`src/rtl/int_controller_pkg.sv`:
```
// Shared definitions for the interrupt controller: data width, register
// offsets within the bus window and the FSM state encoding (STATUS readback).
package int_controller_pkg;

  localparam int unsigned DATA_W = 8;

  localparam logic [2:0] OFF_EN     = 3'd0;
  localparam logic [2:0] OFF_MASK   = 3'd1;
  localparam logic [2:0] OFF_PEND   = 3'd2;
  localparam logic [2:0] OFF_VEC    = 3'd3;
  localparam logic [2:0] OFF_CAUSE  = 3'd4;
  localparam logic [2:0] OFF_STATUS = 3'd5;

  typedef enum logic [1:0] {
    IDLE    = 2'd0,
    REQ     = 2'd1,
    SERVICE = 2'd2,
    HOLD    = 2'd3
  } state_e;

  // Mask with the low n bits set; used to keep unimplemented source bits at 0.
  function automatic logic [DATA_W-1:0] src_bits(input int unsigned n);
    logic [DATA_W-1:0] m;
    m = '0;
    for (int unsigned i = 0; i < DATA_W; i++) begin
      m[i] = (i < n);
    end
    return m;
  endfunction

endpackage

```
`src/rtl/int_controller_if.sv`:
```
// Data-bus register window: address, write strobe/data and combinational read data.
interface int_controller_if;
  import int_controller_pkg::*;

  logic [7:0]        addr;
  logic [DATA_W-1:0] w_data;
  logic              w_en;
  logic [DATA_W-1:0] r_data;

  modport master (output addr, output w_data, output w_en, input r_data);
  modport slave  (input addr, input w_data, input w_en, output r_data);

endinterface

```
`src/rtl/int_priority_enc.sv`:
```
// Lowest-index-first priority encoder: returns the index of the lowest set bit.
module int_priority_enc #(
  parameter int unsigned N = 8
) (
  input  logic [N-1:0] active,
  output logic [2:0]   idx,
  output logic         valid
);

  // Scan upward and latch the first set bit found.
  always_comb begin
    idx   = '0;
    valid = 1'b0;
    for (int unsigned i = 0; i < N; i++) begin
      if (active[i] && !valid) begin
        valid = 1'b1;
        idx   = 3'(i);
      end
    end
  end

endmodule

```
`src/rtl/int_controller.sv`:
```
// Interrupt controller: edge-latches up to 8 sources into PEND, masks and
// prioritises them, issues a one-cycle int_req and then waits for a W1C
// acknowledge of the winning bit plus a short hold-off before re-arming.
module int_controller
  import int_controller_pkg::*;
#(
  parameter int unsigned NUM_SRC = 4,
  parameter logic [7:0]  BASE    = 8'hF8,
  parameter int unsigned HOLDOFF = 2
) (
  input  logic                clock,
  input  logic                reset,
  input  logic [NUM_SRC-1:0]  src,
  int_controller_if.slave     bus,
  output logic                int_req,
  output logic [DATA_W-1:0]   int_en,
  output logic [DATA_W-1:0]   int_vec
);

  localparam logic [DATA_W-1:0] SRC_BITS = src_bits(NUM_SRC);
  localparam int unsigned       CNT_W    = (HOLDOFF > 1) ? $clog2(HOLDOFF) : 1;
  localparam logic [CNT_W-1:0]  CNT_LOAD = (HOLDOFF > 0) ? CNT_W'(HOLDOFF - 1) : '0;

  logic [DATA_W-1:0]  en_q, en_d;
  logic [DATA_W-1:0]  mask_q, mask_d;
  logic [DATA_W-1:0]  pend_q, pend_d;
  logic [DATA_W-1:0]  vec_q, vec_d;
  logic [2:0]         cause_q, cause_d;
  logic [CNT_W-1:0]   cnt_q, cnt_d;
  logic [NUM_SRC-1:0] src_prev_q;
  state_e             state_q, state_d;

  logic [8:0]        addr_ext;
  logic              in_win;
  logic [2:0]        off;
  logic              wr_en, wr_mask, wr_pend, wr_vec;
  logic [DATA_W-1:0] pend_clr;
  logic [DATA_W-1:0] rise;
  logic [DATA_W-1:0] active;
  logic [2:0]        win_idx;
  logic              win_valid;
  logic [DATA_W-1:0] rd;

  // 9-bit compare so a window near the top of the address space cannot wrap.
  assign addr_ext = {1'b0, bus.addr};
  assign in_win   = (addr_ext >= {1'b0, BASE}) && (addr_ext <= ({1'b0, BASE} + 9'd5));
  assign off      = 3'(bus.addr - BASE);
  assign wr_en    = bus.w_en && in_win;
  assign wr_mask  = wr_en && (off == OFF_MASK);
  assign wr_pend  = wr_en && (off == OFF_PEND);
  assign wr_vec   = wr_en && (off == OFF_VEC);

  assign rise   = SRC_BITS & DATA_W'(src & ~src_prev_q);
  assign active = pend_q & mask_q;

  int_priority_enc #(.N(DATA_W)) u_prio (
    .active (active),
    .idx    (win_idx),
    .valid  (win_valid)
  );

  // Register file updates and request/acknowledge FSM next-state.
  always_comb begin
    en_d     = en_q;
    mask_d   = mask_q;
    vec_d    = vec_q;
    cause_d  = cause_q;
    cnt_d    = cnt_q;
    state_d  = state_q;

    if (wr_en && (off == OFF_EN)) en_d = bus.w_data;
    if (wr_mask) mask_d = bus.w_data & SRC_BITS;
    if (wr_vec)  vec_d  = bus.w_data;

    // A new edge on a bit being cleared in the same cycle keeps it pending.
    pend_clr = wr_pend ? bus.w_data : '0;
    pend_d   = ((pend_q & ~pend_clr) | rise) & SRC_BITS;

    case (state_q)
      IDLE: begin
        if (en_q[0] && win_valid) begin
          state_d = REQ;
          cause_d = win_idx;
        end
      end
      REQ: begin
        state_d = en_q[0] ? SERVICE : IDLE;
      end
      SERVICE: begin
        if (wr_pend && bus.w_data[cause_q]) begin
          state_d = HOLD;
          cnt_d   = CNT_LOAD;
        end
      end
      HOLD: begin
        if (cnt_q == '0) state_d = IDLE;
        else             cnt_d   = cnt_q - CNT_W'(1);
      end
      default: state_d = IDLE;
    endcase
  end

  // State registers; reset clears configuration, pending and the FSM.
  always_ff @(posedge clock or posedge reset) begin
    if (reset) begin
      en_q       <= '0;
      mask_q     <= '0;
      pend_q     <= '0;
      vec_q      <= '0;
      cause_q    <= '0;
      cnt_q      <= '0;
      src_prev_q <= '0;
      state_q    <= IDLE;
    end else begin
      en_q       <= en_d;
      mask_q     <= mask_d;
      pend_q     <= pend_d;
      vec_q      <= vec_d;
      cause_q    <= cause_d;
      cnt_q      <= cnt_d;
      src_prev_q <= src;
      state_q    <= state_d;
    end
  end

  // Combinational read mux over the register window.
  always_comb begin
    rd = '0;
    if (in_win) begin
      case (off)
        OFF_EN:     rd = en_q;
        OFF_MASK:   rd = mask_q;
        OFF_PEND:   rd = pend_q;
        OFF_VEC:    rd = vec_q;
        OFF_CAUSE:  rd = DATA_W'(cause_q);
        OFF_STATUS: rd = DATA_W'(state_q);
        default:    rd = '0;
      endcase
    end
    bus.r_data = rd;
  end

  assign int_req = (state_q == REQ);
  assign int_en  = en_q;
  assign int_vec = vec_q;

endmodule

```
`src/flat_wrapper.sv`:
```
// flat-port wrapper written by rule: the top's interface ports become plain ports
module int_controller_flat import int_controller_pkg::*;
#(
  parameter int unsigned NUM_SRC = 4,
  parameter logic [7:0]  BASE    = 8'hF8,
  parameter int unsigned HOLDOFF = 2
)
  (clock, reset, src, int_req, int_en, int_vec, bus_addr, bus_w_data, bus_w_en, bus_r_data);
  int_controller_if bus_i ();
  input  logic clock;
  input  logic reset;
  input  logic [NUM_SRC-1:0] src;
  output logic int_req;
  output logic [DATA_W-1:0] int_en;
  output logic [DATA_W-1:0] int_vec;
  input wire logic [$bits(bus_i.addr)-1:0] bus_addr;
  input wire logic [$bits(bus_i.w_data)-1:0] bus_w_data;
  input wire logic [$bits(bus_i.w_en)-1:0] bus_w_en;
  output wire logic [$bits(bus_i.r_data)-1:0] bus_r_data;
  assign bus_i.addr = bus_addr;
  assign bus_i.w_data = bus_w_data;
  assign bus_i.w_en = bus_w_en;
  assign bus_r_data = bus_i.r_data;
  int_controller #(.NUM_SRC(NUM_SRC), .BASE(BASE), .HOLDOFF(HOLDOFF)) u_core (.clock(clock), .reset(reset), .src(src), .bus(bus_i), .int_req(int_req), .int_en(int_en), .int_vec(int_vec));
endmodule
```
`config.mk`:
```
export PLATFORM = sky130hd
export DESIGN_NAME = int_controller_flat
export DESIGN_NICKNAME = d
export VERILOG_FILES = /design/src/rtl/int_controller_pkg.sv /design/src/rtl/int_controller_if.sv /design/src/rtl/int_priority_enc.sv /design/src/rtl/int_controller.sv /design/src/flat_wrapper.sv
export SDC_FILE = /design/constraint.sdc
export NUM_CORES = 1
export LEC_CHECK = 0
export CORE_ASPECT_RATIO = 1.1
export CORE_MARGIN = 4
export CORE_UTILIZATION = 40
export CTS_CLUSTER_DIAMETER = 30
export DETAILED_ROUTE_END_ITERATION = 10
export HOLD_SLACK_MARGIN = 0.15
export PLACE_DENSITY = 0.7
export REMOVE_ABC_BUFFERS = 1
export SLEW_MARGIN = 25
export SYNTH_ARGS = -nofsm -noshare
export SYNTH_HDL_FRONTEND = slang
export SYNTH_SLANG_ARGS = --single-unit
```
`constraint.sdc`:
```
create_clock -name clock -period 1.8 [get_ports clock]
set_clock_uncertainty 0.2 [all_clocks]
set_input_delay 0.27 -clock clock [delete_from_list [all_inputs] [get_ports clock]]
set_output_delay 0.27 -clock clock [all_outputs]
set_load 0.03 [all_outputs]
```
# --- After elaboration in Yosys (flattened, before gate mapping) ---
# Cells that the tools add are included.
op_classes:
  n_addsub: 2
  order_cmp: 3
  n_eq_ne: 11
  n_mux: 28
  bitwise_logic: 6
  reduce_logical: 28
ops:
  columns: ["operator", "n"]
  rows:
  - ["one-hot mux 8 bit (6 select lines)", 1]
  - ["two-way mux 3 bit", 6]
  - ["bitwise AND 4 bit", 3]
  - ["two-way mux 1 bit", 12]
  - ["logical AND 1 bit", 11]
  - [">= comparator 8 bit, second input constant", 1]
  - ["less-or-equal comparator 8 bit, second input constant", 1]
  - ["two-way mux 2 bit", 4]
  - ["two-way mux 8 bit", 1]
  - ["NOT 4 bit", 2]
  - ["one-hot mux 2 bit (4 select lines)", 1]
  - ["zero test 1 bit", 7]
  - ["== test 3 x 2 -> 1 bit, second input constant", 2]
  - ["== test 3 bit, second input constant", 2]
  - ["== test 2 bit, second input constant", 2]
  - ["logical AND 1 bit, first input constant", 4]
  - ["less-than comparator 3 x 4 -> 1 bit, second input constant", 1]
  - ["two-way mux 4 bit", 1]
  - ["!= test 2 x 1 -> 1 bit, second input constant", 2]
  - ["bitwise OR 4 bit", 1]
  - ["AND reduction 2 bit", 2]
  - ["binary-select mux 1 bit (select 3 bit)", 1]
  - ["== test 3 x 1 -> 1 bit, second input constant", 1]
  - ["zero test 3 bit", 1]
  - ["8 further kinds", 8]
word_totals:
  register_bits: 34
  inputBits: 23
  output_inout_bits: 25
  elab_cells: 86

# --- Depth between registers and ports, before layout ---
# Gate-level depths: netlist (run 1).
logic_depth:
  word_depth: 26
  depth_mapped: 5
  ltp_nobuf: 4

# --- Cells and area by module ---
# From an unflattened synthesis (run 1), not the netlist that was laid out.
hier_totals:
  hier_cells: 156
  area_unflattened_um2: 1886.8
modules_own_cells:
  columns: ["module", "instances", "cells_per_inst", "area_per_inst_um2", "seq_area_each_um2"]
  rows:
  - ["int_controller", 1, 142, 1804.2, 850.8]
  - ["int_priority_enc", 1, 14, 82.6, 0.0]

# --- Worst setup path before layout (run 1) ---
# No wires, ideal clock.
synth_path:
  kind: "flip-flop to output port"
  startpoint: "reg u_core.vec_q[1], in the netlist u_core.int_vec[1]"
  endpoint: "out bus_r_data[1]"
  t_arrival_ns: 2.365
  required_time_ns: 1.330
  setup_slack_ns: -1.035
  stages_incl_launch_ff: 5
  path_buffers: 0
  path_cell_list: "dfrtp_1 mux2i_1 o221ai_1 o21ai_0 a2111oi_0"
synth_via:
  elab_chain_cells: 2
synth_lines:
  columns: ["element", "line_no", "text"]
  rows:
  - ["start: declaration", "int_controller.sv:27", "logic [DATA_W-1:0] vec_q, vec_d;"]
  - ["start signal: assignment", "int_controller.sv:118", "vec_q <= vec_d;"]
  - ["one-hot mux 8 bit (6 select lines)", "int_controller.sv:130", "case (off)"]
  - ["two-way mux 8 bit", "int_controller.sv:129", "if (in_win) begin"]
  - ["end: declaration", "flat_wrapper.sv:19", "output wire logic [$bits(bus_i.r_data)-1:0] bus_r_data;"]
# Every way passes these cells.

# --- Worst setup path after layout (run 1) ---
layout_path:
  startpoint: "reg u_core.pend_q[0]"
  endpoint: "out bus_r_data[0]"
layout_via:
  elab_chain_cells: 2
layout_lines:
  columns: ["element", "line_no", "text"]
  rows:
  - ["start: declaration", "int_controller.sv:26", "logic [DATA_W-1:0] pend_q, pend_d;"]
  - ["start signal: assignment", "int_controller.sv:117", "pend_q <= pend_d;"]
  - ["one-hot mux 8 bit (6 select lines)", "int_controller.sv:130", null]
  - ["two-way mux 8 bit", "int_controller.sv:129", null]
# Every way passes these cells.

==> metrics.csv, run 1 <==
stage,metric,value,unit
status,failing checks,setup timing,
grt,initial antenna violation count,0,
timing,crit share post-route,109,%
synthesis,top-area cell type share of the netlist area,51.8,%
grt,gr usage total,21.1,%
power,PD cells,659,nW/um^2
placement,Post-DP HPWL,3410,um
grt,grt met3 use,3.63,%
worst_setup_path,Worst setup EP type,output port,
clock_tree,Clock Tree Buf Depth,2,
synthesis,Post-Syn Area,1590,sq um
detailed_routing,initial DRC count,68,
timing,unrepaired setup endpoints after global routing,yes,
clock_tree,CTS Hold Bufs,0,
clock_tree,clock-pin slew on the worst setup and hold paths,70,ps
power,Pint,1270,uW
clock_tree,cts bufs inserted,5,
worst_setup_path,Worst Setup Path Type,flip-flop to output port,
synthesis,Post-synth EDFFs,0,
floorplan,# rows,23,
detailed_routing,final wirelength,4850,um
power,sw frac,25.9,%
synthesis,syn_area_per_cell,12.3,sq um
grt,largest net degree at the start of global routing,34,
layout,Fill cells,280,
worst_setup_path,"Data required, critical path",1330,ps
grt,met2 usage,36.6,%
grt,grt total ovfl,0,
timing,Fmax,508,MHz
detailed_routing,via count,1441,
layout,ANT cells,0,
min_path,Hold Path Class,input port to async pin,
clock_tree,Clock Latency Late Sink,290,ps
timing,fin. max-slew vios,0,
clock_tree,Clock Sink Count,33,
placement,placed insts,255,
floorplan,core box area,3740,sq um
timing,Tmin final,1970,ps
synthesis,synth warn,0,
synthesis,largest cells by area after synthesis,"dfrtp_1 52%, mux2_2 15%, mux4_2 5.7%, a22o_1 2.7%, mux2i_1 2.5%",
worst_setup_path,CP Launch Type,flip-flop,
timing,setup TNS,-463,ps
power,total power,1710,uW
detailed_routing,Final ANT Viol Nets,0,
synthesis,most area-hungry cell type in the Yosys netlist,dfrtp_1,
grt,vias in the first global route,1573,
synthesis,"Primary FF master, synth",dfrtp_1,
layout,Post-Layout Cell Count,274,
layout,Area Overhead vs Synth,62.9,%
grt,first-pass GRT wire length,7760,um
clock_tree,CTS tree,done,
clock_tree,clock root cell,clkbuf_8,
grt,busiest grt layer,met2,
synthesis,Yosys cell types,30,
worst_setup_path,flop-to-flop setup slack,110,ps
floorplan,die area,5060,sq um
power,Max IR drop VDD,0.486,mV
power,power share of the combinational group,17.4,%
layout,fin nets,246,
clock_tree,CTS H-tree lvls,2,
synthesis,"Seq/Total Area, Yosys",51.8,%
timing,Hold Fails Final Rpt,0,
floorplan,Die Height,74.2,um
worst_setup_path,CP arrival,1500,ps
power,Flop pwr share,46.4,%
detailed_routing,Initial DRT Pass Iterations,4,
timing,PnR worst setup slack,-170,ps
timing,worst relative slew slack,71.3,%
power,Clock power frac,36.2,%
floorplan,effective utilization at floorplan,42.6,%
worst_setup_path,crit-path max FO,2,
synthesis,cell count after synthesis,130,
timing,Final Setup Violations,4,
detailed_routing,drt drc,0,
timing,worst slew pin tran,430,ps
synthesis,Post-synth ARST share,100,%
synthesis,Yosys reg bits,33,
power,Switch Pwr,444,uW
grt,GR Layer Usage met1,25.9,%
floorplan,I/O pins,48,
placement,GPL Wtd Cong,0.848,
flow_run,max-capacitance violation count,0,
detailed_routing,Avg Vias per Cell,5.26,
power,Leakage,0.00131,uW
detailed_routing,Wirelength per Cell,17.7,um
placement,port bufs,47,
floorplan,Die W,68.2,um
layout,share of layout cells above drive strength 1,49.6,%
status,status,"complete, but fails checks",
worst paths after layout:
kind                       depth (start not counted)                 to         startpoint
min in group clock                                 5  u_core.state_q[0]        bus_addr[2]
setup reg to reg                                   4  u_core.cause_q[0]   u_core.mask_q[1]
hold reg to reg                                    1  u_core.int_vec[1]  u_core.int_vec[1]
hold / removal                                     3   u_core.int_en[7]              reset
max in group asynchronous                          3  u_core.int_vec[7]              reset
setup / recovery                                   4      bus_r_data[0]   u_core.pend_q[0]
metal layers:
layer  wire length [um]  share of wire, %  vias to the layer above
met5                  0                 0                        -
met1               1920                40                      716
met4                100               2.1                        0
li1                   -                 -                      667
met3                243               5.0                        9
met2               2590                53                       49
cell type report:
cell class	instances	area, sq um	area share, %
Clock inverter	1	5.00	0.193
Tap cell	50	62.6	2.41
Sequential cell	33	826	31.8
Clock buffer	7	96.3	3.71
Inverter	7	26.3	1.01
Multi-Input combinational cell	85	817	31.5
Timing Repair Buffer	91	762	29.4
worst max-delay path, stage by stage, from the launching register on:
cell and delay [ps]:
dfrtp_1 390, mux4_2 470, mux2i_1 140, nor3_1 60
buf_4 160
power groups by stage:
| stage | clock [uW] | combinational, uW | sequential, uW |
|---|---|---|---|
| detailed placement | 0 | 287 | 807 |
| global placement | 0 | 278 | 804 |
| floorplan | 0 | 81.8 | 839 |
| CTS | 637 | 294 | 793 |
| global route | 660 | 319 | 797 |
| finish | 620 | 298 | 794 |
cells in the mapped netlist (all sizes together), types with 2 or more instances:
master	count
mux4	4
nor2b	5
dfrtp	33
a22oi	4
nand3b	2
buf	3
nand2	7
o21ai	3
nor2	6
nand3	7
inv	7
nor4	2
a21oi	5
clkbuf	2
a22o	5
mux2	21
mux2i	4
what timing repair did:
action / CTS / global route
resized for setup: 82 / 16
gates cloned: 1 / 0
buffers inserted: 6 / 4
pin swaps: 9 / 6
endpoints found under the setup margin: 48 / 10
layout by cell type, fill, tap and decap left out, types with 2 or more instances in the layout:
master,n
dlygate4sd2_1,16
nor2b_4,2
mux2_2,21
nor2_4,5
buf_4,42
a22o_1,5
nand2_1,4
nand2_4,2
clkbuf_2,5
inv_1,7
o21ai_1,3
mux4_2,4
mux2i_1,4
buf_2,3
clkdlybuf4s50_1,14
a22oi_2,4
nand3_1,6
nor2b_1,3
a21oi_1,5
buf_6,9
clkbuf_8,7
dfrtp_1,33
nand3b_1,2
through the flow:
| stage | hold WS (ps) | util [%] | worst slack, ps | instance area, sq um |
|---|---|---|---|---|
| after floorplan | 101 | - | -1040 | 1570 |
| after global placement | 314 | 62.4 | -835 | 2330 |
| final | 176 | 69.4 | -170 | 2590 |
| after CTS | 183 | 68.9 | -216 | 2580 |
| after global routing | 224 | 69.4 | -285 | 2590 |
| after detailed placement | 327 | 62.4 | -838 | 2330 |
cell families (layout without fill, tap and decap cells):
family	after synthesis	in the layout	synth area share (%)
AO/OA/AOI/OAI	22	22	9.74
flip-flops	33	33	51.8
AND/OR/NAND/NOR	34	34	12.2
buffers and inverters	12	106	3.22
multiplexers	29	29	23.0
sequential cells by signal (all words and copies together) (netlist names), named ones only:
name / count
u_core.int_en: 8
u_core.int_vec: 8
u_core.mask_q: 4
u_core.pend_q: 4
u_core.src_prev_q: 4
u_core.cause_q: 2
u_core.cnt_q: 1
u_core.state_q: 1
Note: power is estimated with default switching activity, not from simulation.
==> run 2: changes to the inputs <==
--- a/config.mk
+++ b/config.mk
@@ -11,9 +11,8 @@
 export CTS_CLUSTER_DIAMETER = 30
 export DETAILED_ROUTE_END_ITERATION = 10
 export HOLD_SLACK_MARGIN = 0.15
-export PLACE_DENSITY = 0.7
+export PLACE_DENSITY = 0.73
 export REMOVE_ABC_BUFFERS = 1
-export SLEW_MARGIN = 25
 export SYNTH_ARGS = -nofsm -noshare
 export SYNTH_HDL_FRONTEND = slang
 export SYNTH_SLANG_ARGS = --single-unit
==> run 2 against run 1 <==
Effect of this change:
- the flow still finishes with violations (setup timing)
- die area unchanged
- critical path type unchanged
- sequential power about the same
- design area decreased by 0.48%
- cell count unchanged
- highest routed layer unchanged
- sequential share of layout area increased by 0.15 points
- combinational power decreased by 2%
- power decreased by 5.6%
==> metrics.csv, run 2 (same netlist as run 1, synthesis figures left out) <==
stage,metric,value,unit,change
timing,worst slew pin tran,425,ps,-5.55 ps
power,power share of the combinational group,18.0,%,+0.6 points
timing,Fmax,506,MHz,-0.39%
clock_tree,clock root cell,clkbuf_8,,
timing,Tmin final,1980,ps,+7.72 ps
detailed_routing,Wirelength per Cell,16.9,um,-4.4%
floorplan,die area,5060,sq um,unchanged
layout,fin nets,246,,unchanged
timing,unrepaired setup endpoints after global routing,yes,,
floorplan,I/O pins,48,,unchanged
grt,largest net degree at the start of global routing,34,,unchanged
timing,Final Setup Violations,4,,unchanged
floorplan,Die W,68.2,um,unchanged
worst_setup_path,Worst setup EP type,output port,,
placement,placed insts,255,,unchanged
clock_tree,CTS Hold Bufs,0,,unchanged
floorplan,Die Height,74.2,um,unchanged
timing,PnR worst setup slack,-177,ps,-7.72 ps
layout,ANT cells,0,,unchanged
layout,"commonest cells after routing, fill and taps aside","44 x buf_4, 33 x dfrtp_1, 20 x mux2_2, 16 x dlygate4sd2_1, 13 x clkdlybuf4s50_1",,
power,Leakage,0.00129,uW,-1.2%
detailed_routing,Avg Vias per Cell,5.24,,-0.28%
timing,crit share post-route,110,%,+0.43 points
clock_tree,CTS H-tree lvls,2,,unchanged
power,Flop pwr share,49.2,%,+2.8 points
detailed_routing,drt drc,0,,unchanged
placement,Post-DP HPWL,3390,um,-0.71%
detailed_routing,final wirelength,4640,um,-4.4%
clock_tree,Clock Sink Count,33,,unchanged
detailed_routing,Final ANT Viol Nets,0,,unchanged
layout,share of layout cells above drive strength 1,48.7,%,-0.89 points
power,Max IR drop VDD,0.474,mV,-2.4%
placement,port bufs,47,,unchanged
flow_run,max-capacitance violation count,0,,unchanged
worst_setup_path,"Data required, critical path",1330,ps,about the same
layout,Fill cells,294,,+5.0%
min_path,Hold Path Class,input port to async pin,,
floorplan,core box area,3740,sq um,unchanged
grt,gr usage total,19.7,%,-1.5 points
worst_setup_path,Worst Setup Path Type,flip-flop to output port,,
detailed_routing,initial DRC count,50,,-26%
status,status,"complete, but fails checks",,
grt,initial antenna violation count,0,,unchanged
timing,fin. max-slew vios,0,,unchanged
power,Clock power frac,32.8,%,-3.4 points
detailed_routing,Initial DRT Pass Iterations,4,,unchanged
timing,setup TNS,-468,ps,-5.82 ps
floorplan,# rows,23,,unchanged
status,failing checks,setup timing,,
worst_setup_path,CP Launch Type,flip-flop,,
worst_setup_path,CP arrival,1510,ps,about the same
floorplan,effective utilization at floorplan,42.6,%,unchanged
timing,Hold Fails Final Rpt,0,,unchanged
layout,"most common cell after layout, fill and taps aside",buf_4,,
power,sw frac,26.5,%,+0.54 points
placement,GPL Wtd Cong,0.893,,+5.3%
grt,grt total ovfl,0,,unchanged
grt,first-pass GRT wire length,7250,um,-6.6%
layout,Post-Layout Cell Count,274,,unchanged
clock_tree,CTS tree,done,,
clock_tree,Clock Latency Late Sink,280,ps,about the same
grt,vias in the first global route,1509,,-4.1%
power,total power,1610,uW,-5.6%
worst_setup_path,crit-path max FO,2,,unchanged
layout,Area Overhead vs Synth,62.1,%,
detailed_routing,via count,1437,,-0.28%
clock_tree,Clock Tree Buf Depth,2,,unchanged
worst_setup_path,flop-to-flop setup slack,80,ps,-30 ps
clock_tree,cts bufs inserted,5,,unchanged
clock_tree,clock-pin slew on the worst setup and hold paths,70,ps,about the same
timing,worst relative slew slack,71.7,%,+0.37 points
power,PD cells,625,nW/um^2,-5.2%
power,Pint,1190,uW,-6.3%
power,Switch Pwr,428,uW,-3.7%
-- run 2: worst max-delay path, cell delays in order, from the launching register on --
cell     delay [ps]
dfrtp_1         400
mux4_2          470
mux2i_1         140
nor3_1           60
buf_4           160
-- run 2: final cells by class --
type | count | area [sq um] | share of cell area [%]
Clock inverter | 2 | 10.0 | 0.388
Multi-Input combinational cell | 85 | 808 | 31.3
Timing Repair Buffer | 91 | 777 | 30.1
Sequential cell | 33 | 826 | 32.0
Inverter | 7 | 26.3 | 1.02
Tap cell | 50 | 62.6 | 2.42
Clock buffer | 6 | 72.6 | 2.81
-- run 2: power groups by stage --
stage	sequential [uW]	combinational, uW	clock [uW]
final	794	291	530
after global routing	797	312	585
after CTS	792	289	548
after detailed placement	808	284	0
after global placement	807	276	0
after floorplan	839	81.8	0
-- run 2: path summary, 6_finish.rpt --
check | startpoint | to | depth (start not counted)
setup reg to reg | u_core.pend_q[1] | u_core.cause_q[0] | 4
hold / removal | reset | u_core.cause_q[1] | 3
max in group asynchronous | reset | u_core.int_vec[0] | 3
setup / recovery | u_core.int_vec[0] | bus_r_data[0] | 4
min in group clock | bus_w_en | u_core.state_q[0] | 5
hold reg to reg | u_core.int_en[7] | u_core.int_en[7] | 1
-- run 2: metal layers --
| metal | track usage, % | share of wire [%] |
|---|---|---|
| met1 | 25.4 | 41 |
| met4 | 7.06 | 2.0 |
| met2 | 31.9 | 52 |
| met5 | 0 | 0 |
| met3 | 4.98 | 5.0 |
-- run 2: stage by stage --
stage	setup slack (ps)	instance area [sq um]	hold WS, ps	utilization [%]
final	-177	2580	175	69.0
after floorplan	-1040	1570	101	-
after detailed placement	-884	2330	327	62.3
after global placement	-867	2330	313	62.3
after CTS	-213	2550	181	68.1
after global routing	-247	2580	225	69.0
-- run 2: what timing repair did --
item                                    CTS  global route
endpoints found under the setup margin   46            14
resized for setup                        73            16
setup buffers                             9             2
pin swaps                                 9             4
